===== config.mk =====
export PLATFORM = sky130hd
export DESIGN_NAME = fpu_add_scheduler
export DESIGN_NICKNAME = d
export VERILOG_FILES = /design/src/rtl/fpu_sched_pkg.sv /design/src/rtl/rr_arbiter.sv /design/src/rtl/fpu_add_scheduler.sv
export SDC_FILE = /design/constraint.sdc
export NUM_CORES = 1
export LEC_CHECK = 0
export ABC_CLOCK_PERIOD_IN_PS = 3300
export BUFFER_PORTS_ARGS = -buffer_cell sky130_fd_sc_hd__buf_2
export CORE_MARGIN = 1
export CORE_UTILIZATION = 41
export DETAILED_ROUTE_END_ITERATION = 16
export MAX_ROUTING_LAYER = met4
export PLACE_DENSITY_LB_ADDON = 0.12
export SYNTH_ARGS = -nofsm -noshare
export SYNTH_HDL_FRONTEND = slang
export SYNTH_HIERARCHICAL = 1
export SYNTH_SLANG_ARGS = --single-unit

===== constraint.sdc =====
create_clock -name clk -period 3.3 [get_ports clk]
set_clock_uncertainty 0.2 [all_clocks]
set_input_delay 0.33 -clock clk [delete_from_list [all_inputs] [get_ports clk]]
set_output_delay 0.33 -clock clk [all_outputs]
set_load 0.005 [all_outputs]

===== src/rtl/fpu_sched_pkg.sv =====
// Shared types for the apb_fpu operation schedulers: FSM states and the latched
// adder command.
package fpu_sched_pkg;
  localparam int FP_W = 32;

  typedef enum logic [1:0] {IDLE, ISSUE, WAIT, RESP} state_t;

  typedef struct packed {
    logic [FP_W-1:0] op1;
    logic [FP_W-1:0] op2;
    logic            sub;
  } fpu_cmd_t;
endpackage


===== src/rtl/rr_arbiter.sv =====
// Combinational round-robin arbiter: grants the first asserted request at or
// after ptr, wrapping. Shared by the add/mul/div schedulers.
module rr_arbiter #(
  parameter int N    = 2,
  parameter int ID_W = (N > 1) ? $clog2(N) : 1
) (
  input  logic [N-1:0]    req,
  input  logic [ID_W-1:0] ptr,
  output logic [N-1:0]    gnt,
  output logic [ID_W-1:0] idx
);
  function automatic int slot(input logic [ID_W-1:0] p, input int k);
    return (int'(p) + k) % N;
  endfunction

  // Walk from the farthest slot back to ptr so the nearest requester wins last.
  always_comb begin
    gnt = '0;
    idx = '0;
    for (int k = N-1; k >= 0; k--) begin
      if (req[slot(ptr, k)]) begin
        gnt               = '0;
        gnt[slot(ptr, k)] = 1'b1;
        idx               = ID_W'(slot(ptr, k));
      end
    end
  end
endmodule


===== src/rtl/fpu_add_scheduler.sv =====
// Time-shares one FPU adder among NUM_REQ requesters: round-robin accept,
// one-cycle command issue, watchdog-guarded wait, and a held response.
module fpu_add_scheduler
  import fpu_sched_pkg::*;
#(
  parameter int NUM_REQ = 2,
  parameter int TIMEOUT = 8,
  parameter int ID_W    = (NUM_REQ > 1) ? $clog2(NUM_REQ) : 1
) (
  input  logic                    clk,
  input  logic                    rst,
  input  logic [NUM_REQ-1:0]      req_valid,
  output logic [NUM_REQ-1:0]      req_ready,
  input  logic [NUM_REQ-1:0]      req_sub,
  input  logic [NUM_REQ*32-1:0]   req_op1,
  input  logic [NUM_REQ*32-1:0]   req_op2,
  output logic [NUM_REQ-1:0]      rsp_valid,
  input  logic [NUM_REQ-1:0]      rsp_ready,
  output logic [31:0]             rsp_data,
  output logic                    rsp_err,
  output logic [31:0]             fpu_op1,
  output logic [31:0]             fpu_op2,
  output logic                    fpu_add_select,
  output logic                    fpu_sub_select,
  output logic                    fpu_enable,
  input  logic [31:0]             fpu_result,
  input  logic                    fpu_valid,
  output logic                    busy
);
  localparam int WD_W = $clog2(TIMEOUT) + 1;

  state_t              state_q, state_d;
  logic [ID_W-1:0]     rr_ptr_q, rr_ptr_d;
  logic [ID_W-1:0]     id_q, id_d;
  fpu_cmd_t            cmd_q, cmd_d;
  logic                en_q, en_d;
  logic [FP_W-1:0]     rsp_data_q, rsp_data_d;
  logic                rsp_err_q, rsp_err_d;
  logic [NUM_REQ-1:0]  rsp_valid_q, rsp_valid_d;
  logic [WD_W-1:0]     wdog_q, wdog_d;
  logic [NUM_REQ-1:0]  gnt;
  logic [ID_W-1:0]     gnt_idx;

  rr_arbiter #(.N(NUM_REQ), .ID_W(ID_W)) u_arb (
    .req (req_valid),
    .ptr (rr_ptr_q),
    .gnt (gnt),
    .idx (gnt_idx)
  );

  always_comb begin
    state_d     = state_q;
    rr_ptr_d    = rr_ptr_q;
    id_d        = id_q;
    cmd_d       = cmd_q;
    en_d        = 1'b0;
    rsp_data_d  = rsp_data_q;
    rsp_err_d   = rsp_err_q;
    rsp_valid_d = rsp_valid_q;
    wdog_d      = wdog_q;
    req_ready   = '0;
    case (state_q)
      IDLE: begin
        req_ready = gnt;
        if (|(req_valid & gnt)) begin
          cmd_d.op1 = req_op1[int'(gnt_idx)*FP_W +: FP_W];
          cmd_d.op2 = req_op2[int'(gnt_idx)*FP_W +: FP_W];
          cmd_d.sub = req_sub[gnt_idx];
          id_d      = gnt_idx;
          en_d      = 1'b1;
          state_d   = ISSUE;
        end
      end
      ISSUE: begin
        wdog_d  = '0;
        state_d = WAIT;
      end
      WAIT: begin
        if (fpu_valid) begin
          rsp_data_d  = fpu_result;
          rsp_err_d   = 1'b0;
          rsp_valid_d = NUM_REQ'(1) << id_q;
          state_d     = RESP;
        end else if (wdog_q == WD_W'(TIMEOUT-1)) begin
          rsp_data_d  = '0;
          rsp_err_d   = 1'b1;
          rsp_valid_d = NUM_REQ'(1) << id_q;
          state_d     = RESP;
        end else begin
          wdog_d = wdog_q + 1'b1;
        end
      end
      RESP: begin
        // Only the owner's ready completes the response.
        if (rsp_ready[id_q]) begin
          rsp_valid_d = '0;
          rr_ptr_d    = (id_q == ID_W'(NUM_REQ-1)) ? '0 : id_q + 1'b1;
          state_d     = IDLE;
        end
      end
      default: state_d = IDLE;
    endcase
  end

  always_ff @(posedge clk or posedge rst) begin
    if (rst) begin
      state_q     <= IDLE;
      rr_ptr_q    <= '0;
      id_q        <= '0;
      cmd_q       <= '0;
      en_q        <= 1'b0;
      rsp_data_q  <= '0;
      rsp_err_q   <= 1'b0;
      rsp_valid_q <= '0;
      wdog_q      <= '0;
    end else begin
      state_q     <= state_d;
      rr_ptr_q    <= rr_ptr_d;
      id_q        <= id_d;
      cmd_q       <= cmd_d;
      en_q        <= en_d;
      rsp_data_q  <= rsp_data_d;
      rsp_err_q   <= rsp_err_d;
      rsp_valid_q <= rsp_valid_d;
      wdog_q      <= wdog_d;
    end
  end

  assign fpu_op1        = cmd_q.op1;
  assign fpu_op2        = cmd_q.op2;
  assign fpu_enable     = en_q;
  assign fpu_add_select = en_q & ~cmd_q.sub;
  assign fpu_sub_select = en_q &  cmd_q.sub;
  assign rsp_valid      = rsp_valid_q;
  assign rsp_data       = rsp_data_q;
  assign rsp_err        = rsp_err_q;
  assign busy           = (state_q != IDLE);
endmodule


==> impl_metrics.py, run 1 <==
metrics = {
    "detailed_routing": {
        "ant_nets": 0,
        "vias": 4472,
        "vias_per_cell": 5.082,
        "dr.pass1.iters": 4,
        "drtIter0Drc": 226,
        "drt-total-wl_microns": 14010,
        "drc": 0,
        "routedWlPerCell_microns": 15.91,
    },
    "yosys": {
        "syn_area_sq_um": 5475,
        "ys_seq_area_frac": 0.4982,
        "ys_seq_elements": 109,
        "synth_edf_count": 0,
        "ys_types": 43,
        "synth_most_common_cell": "o21ai_0",
        "synth.avg_cell_area_sq_um": 10.74,
        "yosys_warnings": 6,
        "ys.flop_type": "dfrtp_1",
        "synthArstFlopShare": 1.000,
        "netlist.area_leader.share": 0.4982,
        "yosys-top-cells-count": "125 x o21ai_0, 109 x dfrtp_1, 70 x buf_4, 66 x mux2i_1, 33 x a22o_1",
        "synthTopCellsByArea": "dfrtp_1 50%, mux2i_1 12%, o21ai_0 11%",
        "syn-num-nets": 685,
        "synth_largest_area_cell": "dfrtp_1",
        "syn_inst": 510,
    },
    "timing": {
        "setup_viol": 0,
        "period_needed_ns": 2.360,
        "finalHoldViolCount": 0,
        "drv_slew": 0,
        "worstMarginPinSlew_ns": 0.8328,
        "maxSlewHeadroom": 0.4427,
        "rsz0062_at_grt": "no",
        "period_share": 0.7151,
        "fmax_mhz": 423.7,
        "fin_setup_tns_ns": 0,
    },
    "worst_setup_path": {
        "critPathLaunchType": "register",
        "crit_type": "reg -> out",
        "critPathRequiredTime_ns": 2.77,
        "cp_cell_sequence": "inv_1 > ha_1 > inv_2 > buf_2",
        "max_stage_delay_ns": 0.45,
        "cp.arrival_ns": 1.83,
        "cp_slowest_cell": "dfrtp_1",
        "worst-path-max-fanout": 31,
        "end_kind": "output pin",
    },
    "finish": {
        "syn_to_final_growth_pct": 24.77,
        "drive_gt1_frac": 0.4322,
        "fill_cells": 1162,
        "design_area_sq_um": 6832,
        "finalNonFillerCells": 880,
        "ff_latch_area_sq_um": 2728,
        "multi_input_area_sq_um": 2053,
        "antenna_cells": 0,
        "final_nets": 878,
    },
    "global_route": {
        "grt_use_total": 0.2128,
        "antenna_found_initial": 0,
        "grt_max_degree": 77,
        "grt_pass1_vias": 4483,
        "grt_pass1_wl_microns": 22870,
        "grt_overflow": 0,
    },
    "pwr": {
        "combPwrFrac": 0.390,
        "p_total_mw": 5.486,
        "peakVddDrop_mv": 0.2595,
        "sw_frac_of_total": 0.3511,
        "internal_power_mw": 3.560,
        "pwr-share-seq": 0.413,
        "leakagePower_nw": 3.577,
        "power_switching_mw": 1.926,
        "p_per_area_nw_per_um2": 803.1,
        "p_clk_frac": 0.197,
    },
    "clock_tree": {
        "cts_tree": "done",
        "htree_num_levels": 3,
        "cts_buffers": 9,
        "clk_latency_ns": 0.34,
        "cts.sinks": 109,
        "cts_root_buf": "clkbuf_16",
        "path_clk_slew_ns": 0.07,
        "cts_buffer_depth": 2,
        "cts_setup_buffers": 0,
    },
    "placed_design": {
        "portBuffers": 273,
        "dp_hpwl_microns": 10100,
        "place_area_sq_um": 6481,
        "place.gp.congestion": 0.8327,
        "dp.cells": 859,
    },
    "die": {
        "coreArea_sq_um": 12820,
        "die_area_sq_um": 13820,
        "fp.dieH_microns": 117.6,
        "start_util": 0.4269,
        "die_w_microns": 117.6,
        "fp-row-count": 41,
        "ioPinCount": 274,
    },
    "outcome": {
        "status": "complete, no violations",
    },
    "flow_run": {
        "max_cap_viol_count": 0,
    },
    "hold_path": {
        "hp-class": "in -> reg",
    },
}
[worst paths after layout]
check	endpoint	cells past startpoint	startpoint	slack, ns
max in group asynchronous	fpu_op2[28]$_DFFE_PP0P_	4	rst	1.59
worst max-delay path	busy	4	state_q[0]$_DFFE_PP0P_	0.94
worst min-delay path	rsp_data[8]$_DFFE_PP0P_	2	fpu_result[8]	0.01
min in group asynchronous	rsp_data[25]$_DFFE_PP0P_	3	rst	0.46
worst max register to register	fpu_op2[28]$_DFFE_PP0P_	5	rr_ptr_q$_DFFE_PP0P_	1.05
worst min register to register	fpu_op2[25]$_DFFE_PP0P_	2	fpu_op2[25]$_DFFE_PP0P_	0.29
[cells in the final DEF, fill, tap and decap left out, types with 5 or more instances in the layout]
cell type	instances
ha_1	6
o21ai_1	9
nand3_1	6
o21ai_0	125
dlygate4sd3_1	5
buf_4	5
inv_1	8
dfrtp_1	109
a22o_1	33
clkbuf_16	9
mux2i_1	66
buf_2	273
nand2_1	5
[through the flow]
step,hold WS [ns],utilization,setup WS (ns)
2_1_floorplan,0.2625,-,1.455
3_3_place_gp,0.2727,0.5054,1.078
3_5_place_dp,0.2783,0.5054,0.9185
4_1_cts,0.004035,0.5327,0.9140
5_1_grt,0.004935,0.5327,0.8073
6_report,0.01423,0.5327,0.9400
[state kept, by name (all words and copies together) (netlist names)]
signal,cells
wdog_q,4
fpu_enable,1
cmd_q,1
rsp_valid,2
id_q,1
rsp_data,32
rr_ptr_q,1
state_q,2
rsp_err,1
fpu_op2,32
fpu_op1,32
[routing by layer]
metal | GRT usage | wire, microns | up-vias
met1 | 0.2605 | 6050 | 2127
met2 | 0.3628 | 7065 | 190
met3 | 0.03198 | 757 | 9
met4 | 0.06490 | 132 | 0
met5 | - | 0 | -
li1 | - | - | 2146
[worst max-delay path: cells and delay by family, from the launching register on]
kind       cells  cell delay [ns]
flops          1             0.45
buf+inv        3             0.73
fa+ha+maj      1             0.31
[logic make-up after synthesis]
group	synth area share
AO/OA/AOI/OAI	0.1993
buffers and inverters	0.1303
flip-flops	0.4982
multiplexers	0.1248
AND/OR/NAND/NOR	0.03382
adder cells (fa/ha/maj)	0.01371
[power by group through the flow]
stage	combinational, mW	sequential (mW)	clock (mW)
after floorplan	1.66	2.23	0
after CTS	2.18	2.27	1.11
after global routing	2.39	2.35	1.17
final	2.14	2.27	1.08
after detailed placement	2.17	2.28	0
after global placement	2.12	2.26	0
[layout make-up]
class / instances / area share
Multi-Input combinational cell: 288 / 0.3005
Timing Repair Buffer: 285 / 0.2187
Clock buffer: 10 / 0.03498
Sequential cell: 109 / 0.3993
Tap cell: 172 / 0.03150
Clock inverter: 6 / 0.008974
Inverter: 10 / 0.006044
[repair_timing]
action                                 in CTS  in global routing
endpoints found under the hold margin      37                  0
gates resized for setup                     0                  0
hold buffers                                5                  0
Power figures use the tool's default switching activity.
==> inputs of run 2 (changes only) <==
Settings changed: ABC_AREA from default to 1, ABC_CLOCK_PERIOD_IN_PS 3300 to 2200.
Clock period 3.3 ns to 2.2 ns, I/O delays scaled along.
==> run 2 against run 1 <==
Net effect:
- combinational power increased by 64%
- critical path depth increased by 3
- register-to-register slack got worse by 0.97 ns
- first-iteration DRC count increased by 6.2%
- clock-buffer cell count decreased by 1
- largest cell class is now buffers
- largest power group is now combinational cells
- highest routed layer unchanged
==> impl_metrics.py, run 2 <==
metrics = {
    "worst_setup_path": {
        "worst-path-max-fanout": 16,
        "critPathRequiredTime_ns": 2.23,
        "cp.arrival_ns": 2.15,
        "critPathLaunchType": "register",
        "end_kind": "register",
        "crit_type": "reg -> reg",
    },
    "global_route": {
        "grt_pass1_wl_microns": 25030,
        "met3_usage": 0.04215,
        "grtUsageMet1": 0.2607,
        "grt_overflow": 0,
        "grt_use_total": 0.2320,
        "grt_max_degree": 110,
        "grt_pass1_vias": 5325,
        "busiest_layer": "met2",
        "antenna_found_initial": 0,
        "met2_usage": 0.4015,
    },
    "yosys": {
        "ys_seq_elements": 109,
        "synth_most_common_cell": "nand2_1",
        "synth_edf_count": 0,
        "syn_inst": 579,
        "synthArstFlopShare": 1.000,
        "syn-num-nets": 754,
        "ys_types": 24,
        "syn_area_sq_um": 5518,
        "netlist.area_leader.share": 0.4943,
        "ys.flop_type": "dfrtp_1",
        "synth.avg_cell_area_sq_um": 9.530,
        "synth_largest_area_cell": "dfrtp_1",
        "yosys-top-cells-count": "185 x nand2_1, 109 x dfrtp_1, 74 x buf_4, 65 x mux2i_1, 54 x o21ai_1",
        "synthTopCellsByArea": "dfrtp_1 49%, nand2_1 13%, mux2i_1 12%",
        "ys_seq_area_frac": 0.4943,
        "yosys_warnings": 6,
    },
    "timing": {
        "setup_viol": 0,
        "worstMarginPinSlew_ns": 0.5795,
        "period_share": 0.9626,
        "drv_slew": 0,
        "maxSlewHeadroom": 0.6137,
        "fin_setup_tns_ns": 0,
        "layout_setup_ws_ns": 0.08225,
        "fmax_mhz": 472.2,
        "period_needed_ns": 2.118,
        "finalHoldViolCount": 0,
        "rsz0062_at_grt": "no",
    },
    "detailed_routing": {
        "drc": 0,
        "drtIter0Drc": 240,
        "routedWlPerCell_microns": 14.02,
        "drt-total-wl_microns": 15620,
        "dr.pass1.iters": 6,
        "vias_per_cell": 4.636,
        "vias": 5164,
        "ant_nets": 0,
    },
    "finish": {
        "finalNonFillerCells": 1114,
        "drive_gt1_frac": 0.3316,
        "final_nets": 1108,
        "antenna_cells": 0,
        "final_util": 0.6346,
        "syn_to_final_growth_pct": 51.70,
        "final_common_cell": "buf_2",
        "final_cell_mix": "273 x buf_2, 185 x nand2_1, 154 x dlygate4sd3_1",
    },
    "die": {
        "ioPinCount": 274,
        "die_area_sq_um": 13930,
        "start_util": 0.4183,
        "coreArea_sq_um": 13190,
        "fp-row-count": 42,
        "die_w_microns": 118.0,
        "fp.dieH_microns": 118.0,
    },
    "placed_design": {
        "place_ws_ns": 0.3179,
        "dp.cells": 940,
        "place.gp.congestion": 0.7740,
        "portBuffers": 273,
        "dp_hpwl_microns": 9412,
    },
    "clock_tree": {
        "cts_root_buf": "clkbuf_16",
        "cts.sinks": 109,
        "clk_latency_ns": 0.34,
        "cts_buffers": 9,
        "cts_tree": "done",
        "htree_num_levels": 3,
        "cts_buffer_depth": 2,
        "path_clk_slew_ns": 0.07,
    },
    "pwr": {
        "leakagePower_nw": 4.481,
        "peakVddDrop_mv": 0.5617,
        "p_per_area_nw_per_um2": 1019,
    },
    "outcome": {
        "status": "complete, no violations",
    },
    "hold_path": {
        "hp-class": "in -> reg",
    },
    "flow_run": {
        "max_cap_viol_count": 0,
    },
}
-- run 2: cell types whose count changed in the layout (fill, tap and decap cells not counted), moves of 5 or more --
cell / delta
dlygate4sd3_1: +149
o21ai_1: +45
inv_1: +12
nand2_1: +180
o21ai_0: -108
a22o_1: -33
nand3_1: +5
-- run 2: logic make-up (layout without fill, tap and decap cells) --
kind of cell,after synthesis,after routing,synth area share
buffers and inverters,117,476,0.1537
and+or+nand+nor,206,206,0.1476
adders and majority gates,6,6,0.01361
DFF,109,109,0.4943
xor gates and xnor gates,2,2,0.003175
AOI/OAI and AO/OA,74,74,0.06961
muxes,65,65,0.1179
-- run 2: what timing repair did --
item,CTS,global route
buffers inserted,0,3
hold buffers,154,0
gates resized for setup,0,1
endpoints found under the hold margin,203,0
endpoints found under the setup margin,0,39
-- run 2: final timing paths --
check                                          from                       end  cells after the start  slack, ns
max reg2reg                    rr_ptr_q$_DFFE_PP0P_   fpu_op1[29]$_DFFE_PP0P_                      7       0.08
min in group asynchronous                       rst   rsp_data[1]$_DFFE_PP0P_                      4       0.39
min                                     req_op1[15]   fpu_op1[15]$_DFFE_PP0P_                      3       0.01
max                            rr_ptr_q$_DFFE_PP0P_   fpu_op1[29]$_DFFE_PP0P_                      7       0.08
max in group asynchronous                       rst   fpu_op2[23]$_DFFE_PP0P_                      4       0.97
min reg2reg                rsp_data[18]$_DFFE_PP0P_  rsp_data[18]$_DFFE_PP0P_                      2       0.27
-- run 2: critical path, cell delays in order, from the launching register on --
cell and delay, ns:
dfrtp_1 0.35, inv_1 0.07, a21oi_4 0.19, buf_4 0.15, buf_12 0.17, mux2i_1 0.22, dlygate4sd3_1 0.58, o21ai_1 0.06
-- run 2: per-stage QoR --
step	hold slack, ns	cell area (sq um)	power (mW)
2_1_floorplan	0.1366	5522	5.903
3_3_place_gp	0.2199	6477	6.462
3_5_place_dp	0.2225	6477	6.575
4_1_cts	0.0006609	8319	8.542
5_1_grt	0.02973	8371	9.218
6_report	0.01137	8371	8.534
-- run 2: area by class of cell --
| class | count | area [sq um] |
|---|---|---|
| clock buffers | 9 | 225.2 |
| clock inverters | 7 | 75.07 |
| fillers | 1066 | 4820 |
| inverters | 22 | 86.33 |
| multi-input cells | 353 | 1953 |
| flip-flops and latches | 109 | 2728 |
| well taps | 176 | 220.2 |
| repair buffers | 438 | 3083 |
-- run 2: where the power goes --
| group | internal [mW] | switching, mW |
|---|---|---|
| registers | 2.90 | 0.492 |
| clock network | 0.887 | 0.742 |
| logic | 1.73 | 1.78 |
| total | 5.52 | 3.01 |
-- run 2: per-layer routing --
metal / wire length, microns / up-vias
met5: 0 / -
met4: 440 / 0
met3: 835 / 35
met2: 7972 / 210
met1: 6374 / 2416
li1: - / 2503
==> inputs of run 3 (changes only) <==
Settings changed: ABC_AREA 1 to default, ABC_CLOCK_PERIOD_IN_PS 2200 to 2050.
Clock period 2.2 ns to 2.05 ns, I/O delays scaled along.
==> run 3 against run 2 <==
Net effect:
- global-route usage rose by 4.0 points
- design area rose by 2.7%
- critical path type is now reg -> out
- clock-buffer cell count rose by 2
- sequential share of layout area fell by 0.83 points
- worst setup slack got worse by 0.021 ns
- sequential cell count did not move
- first-iteration DRC count fell by 2.1%
- hold slack got worse by 0.0097 ns
- sequential power rose by 7.7%
==> impl_metrics.py, run 3 (synthesized netlist as in run 1, its figures left out) <==
metrics = {
    "global_route": {
        "grt_use_total": 0.2724,
        "grt_max_degree": 47,
        "grt_pass1_vias": 5699,
        "antenna_found_initial": 0,
        "grt_overflow": 0,
        "grt_pass1_wl_microns": 28820,
    },
    "worst_setup_path": {
        "crit_type": "reg -> out",
        "worst-path-max-fanout": 46,
        "rr_startpoint": "rr_ptr_q$_DFFE_PP0P_",
        "r2r_end": "fpu_op1[25]$_DFFE_PP0P_",
        "cp-startpoint": "state_q[1]$_DFFE_PP0P_",
        "endpoint": "busy",
        "critPathLaunchType": "register",
        "critPathRequiredTime_ns": 1.64,
        "cp.buffers_inverters": 4,
        "cp_cell_sequence": "inv_1 > ha_4 > inv_2 > buf_12 > buf_2",
        "cp_slowest_cell": "dfrtp_1",
        "end_kind": "output pin",
        "path_depth": 5,
        "worstRegToRegCells": 6,
        "max_stage_delay_ns": 0.42,
        "timing.reg2reg.setup_slack_ns": 0.14,
        "cp.arrival_ns": 1.58,
        "crit_family": "buffers and inverters",
    },
    "clock_tree": {
        "cts_root_buf": "clkbuf_16",
        "cts.sinks": 109,
        "clk_latency_ns": 0.34,
        "cts_buffer_depth": 2,
        "cts_buffers": 9,
        "htree_num_levels": 3,
        "path_clk_slew_ns": 0.07,
        "cts_tree": "done",
    },
    "finish": {
        "final_common_cell": "buf_2",
        "syn_to_final_growth_pct": 56.97,
        "antenna_cells": 0,
        "final_cell_mix": "273 x buf_2, 158 x dlygate4sd3_1, 125 x o21ai_0",
        "fill_cells": 988,
        "design_area_sq_um": 8594,
        "final_nets": 1044,
        "drive_gt1_frac": 0.3654,
    },
    "pwr": {
        "p_total_mw": 9.484,
        "peakVddDrop_mv": 0.5806,
        "p_per_area_nw_per_um2": 1103,
        "leakagePower_nw": 4.323,
    },
    "placed_design": {
        "dp_hpwl_microns": 10340,
        "place.gp.congestion": 0.9306,
        "place_area_sq_um": 6596,
        "portBuffers": 273,
    },
    "timing": {
        "setup_viol": 0,
        "fin_setup_tns_ns": 0,
        "worstMarginPinSlew_ns": 0.5222,
        "timing.hold.ws_ns": 0.001690,
        "finalHoldViolCount": 0,
        "fmax_mhz": 502.8,
        "rsz0062_at_grt": "no",
        "drv_slew": 0,
        "maxSlewHeadroom": 0.6512,
        "period_needed_ns": 1.989,
        "period_share": 0.9701,
    },
    "detailed_routing": {
        "drc": 0,
        "drtIter0Drc": 235,
        "ant_nets": 0,
        "dr.pass1.iters": 4,
        "vias_per_cell": 5.122,
        "routedWlPerCell_microns": 17.51,
        "vias": 5353,
        "drt-total-wl_microns": 18290,
    },
    "flow_run": {
        "max_cap_viol_count": 0,
    },
    "die": {
        "fp.dieH_microns": 117.6,
        "die_area_sq_um": 13820,
        "die_w_microns": 117.6,
        "start_util": 0.4269,
        "ioPinCount": 274,
        "coreArea_sq_um": 12820,
        "fp-row-count": 41,
    },
    "outcome": {
        "status": "complete, no violations",
    },
    "hold_path": {
        "hp-class": "in -> reg",
    },
}
run 3: changes by cell type in the layout (fill, tap and decap cells not counted), moves of 7 or more:
cell,before,now
o21ai_1,54,9
nand2_1,185,5
a22o_1,0,33
inv_1,20,8
o21ai_0,17,125
buf_4,4,11
run 3: cell type report:
type,count,area [sq um],area share
Timing Repair Buffer,451,3228,0.3756
Sequential cell,109,2729,0.3175
Multi-Input combinational cell,288,2066,0.2404
Clock buffer,11,242.7,0.02824
Tap cell,172,215.2,0.02504
Clock inverter,4,72.57,0.008444
Inverter,10,41.29,0.004804
run 3: timing repair:
item	CTS	global route
resized for setup	1	2
hold endpoints to repair	112	0
hold buffers	158	0
buffers inserted	0	4
setup endpoints to repair	2	2
pin swaps	1	1
gates cloned	1	1
run 3: per-stage QoR:
step	utilization	setup slack, ns	std cells
after floorplan	-	0.2983	510
after global placement	0.5143	0.2441	866
after detailed placement	0.5143	0.1461	866
after CTS	0.6650	0.0007564	1040
after global routing	0.6701	0.006383	1045
final	0.6701	0.06123	1045
run 3: worst reg2reg max path, stage by stage, from the launching register on:
cell	delay [ns]
dfrtp_1	0.40
inv_1	0.10
a21boi_4	0.30
a22o_1	0.27
nand2_2	0.09
buf_4	0.24
o21ai_0	0.24
run 3: layer usage:
layer | global-route usage | routed length (microns) | vias up | part of all wire
li1 | - | - | 2473 | -
met1 | 0.3001 | 7274 | 2554 | 0.40
met2 | 0.4608 | 9125 | 265 | 0.50
met3 | 0.06638 | 1217 | 61 | 0.067
met4 | 0.1338 | 676 | 0 | 0.037
met5 | - | 0 | - | 0
run 3: power breakdown:
group          total, mW  internal [mW]  leakage (nW)  switching, mW
sequential          3.65           3.12          1.37          0.533
clock               1.85           1.10         0.152          0.757
combinational       3.98           1.99          2.81           1.98
total               9.48           6.21          4.32           3.27
run 3: how the worst min path moves through the flow:
stage	from	to	cells after the start
after CTS	req_op1[40]	fpu_op1[8]$_DFFE_PP0P_	3
final	req_op1[40]	fpu_op1[8]$_DFFE_PP0P_	3
after detailed placement	rst	fpu_op2[11]$_DFFE_PP0P_	2
after global placement	rst	fpu_op2[11]$_DFFE_PP0P_	2
after global routing	req_op2[50]	fpu_op2[18]$_DFFE_PP0P_	3
after floorplan	fpu_result[29]	rsp_data[29]$_DFFE_PP0P_	1
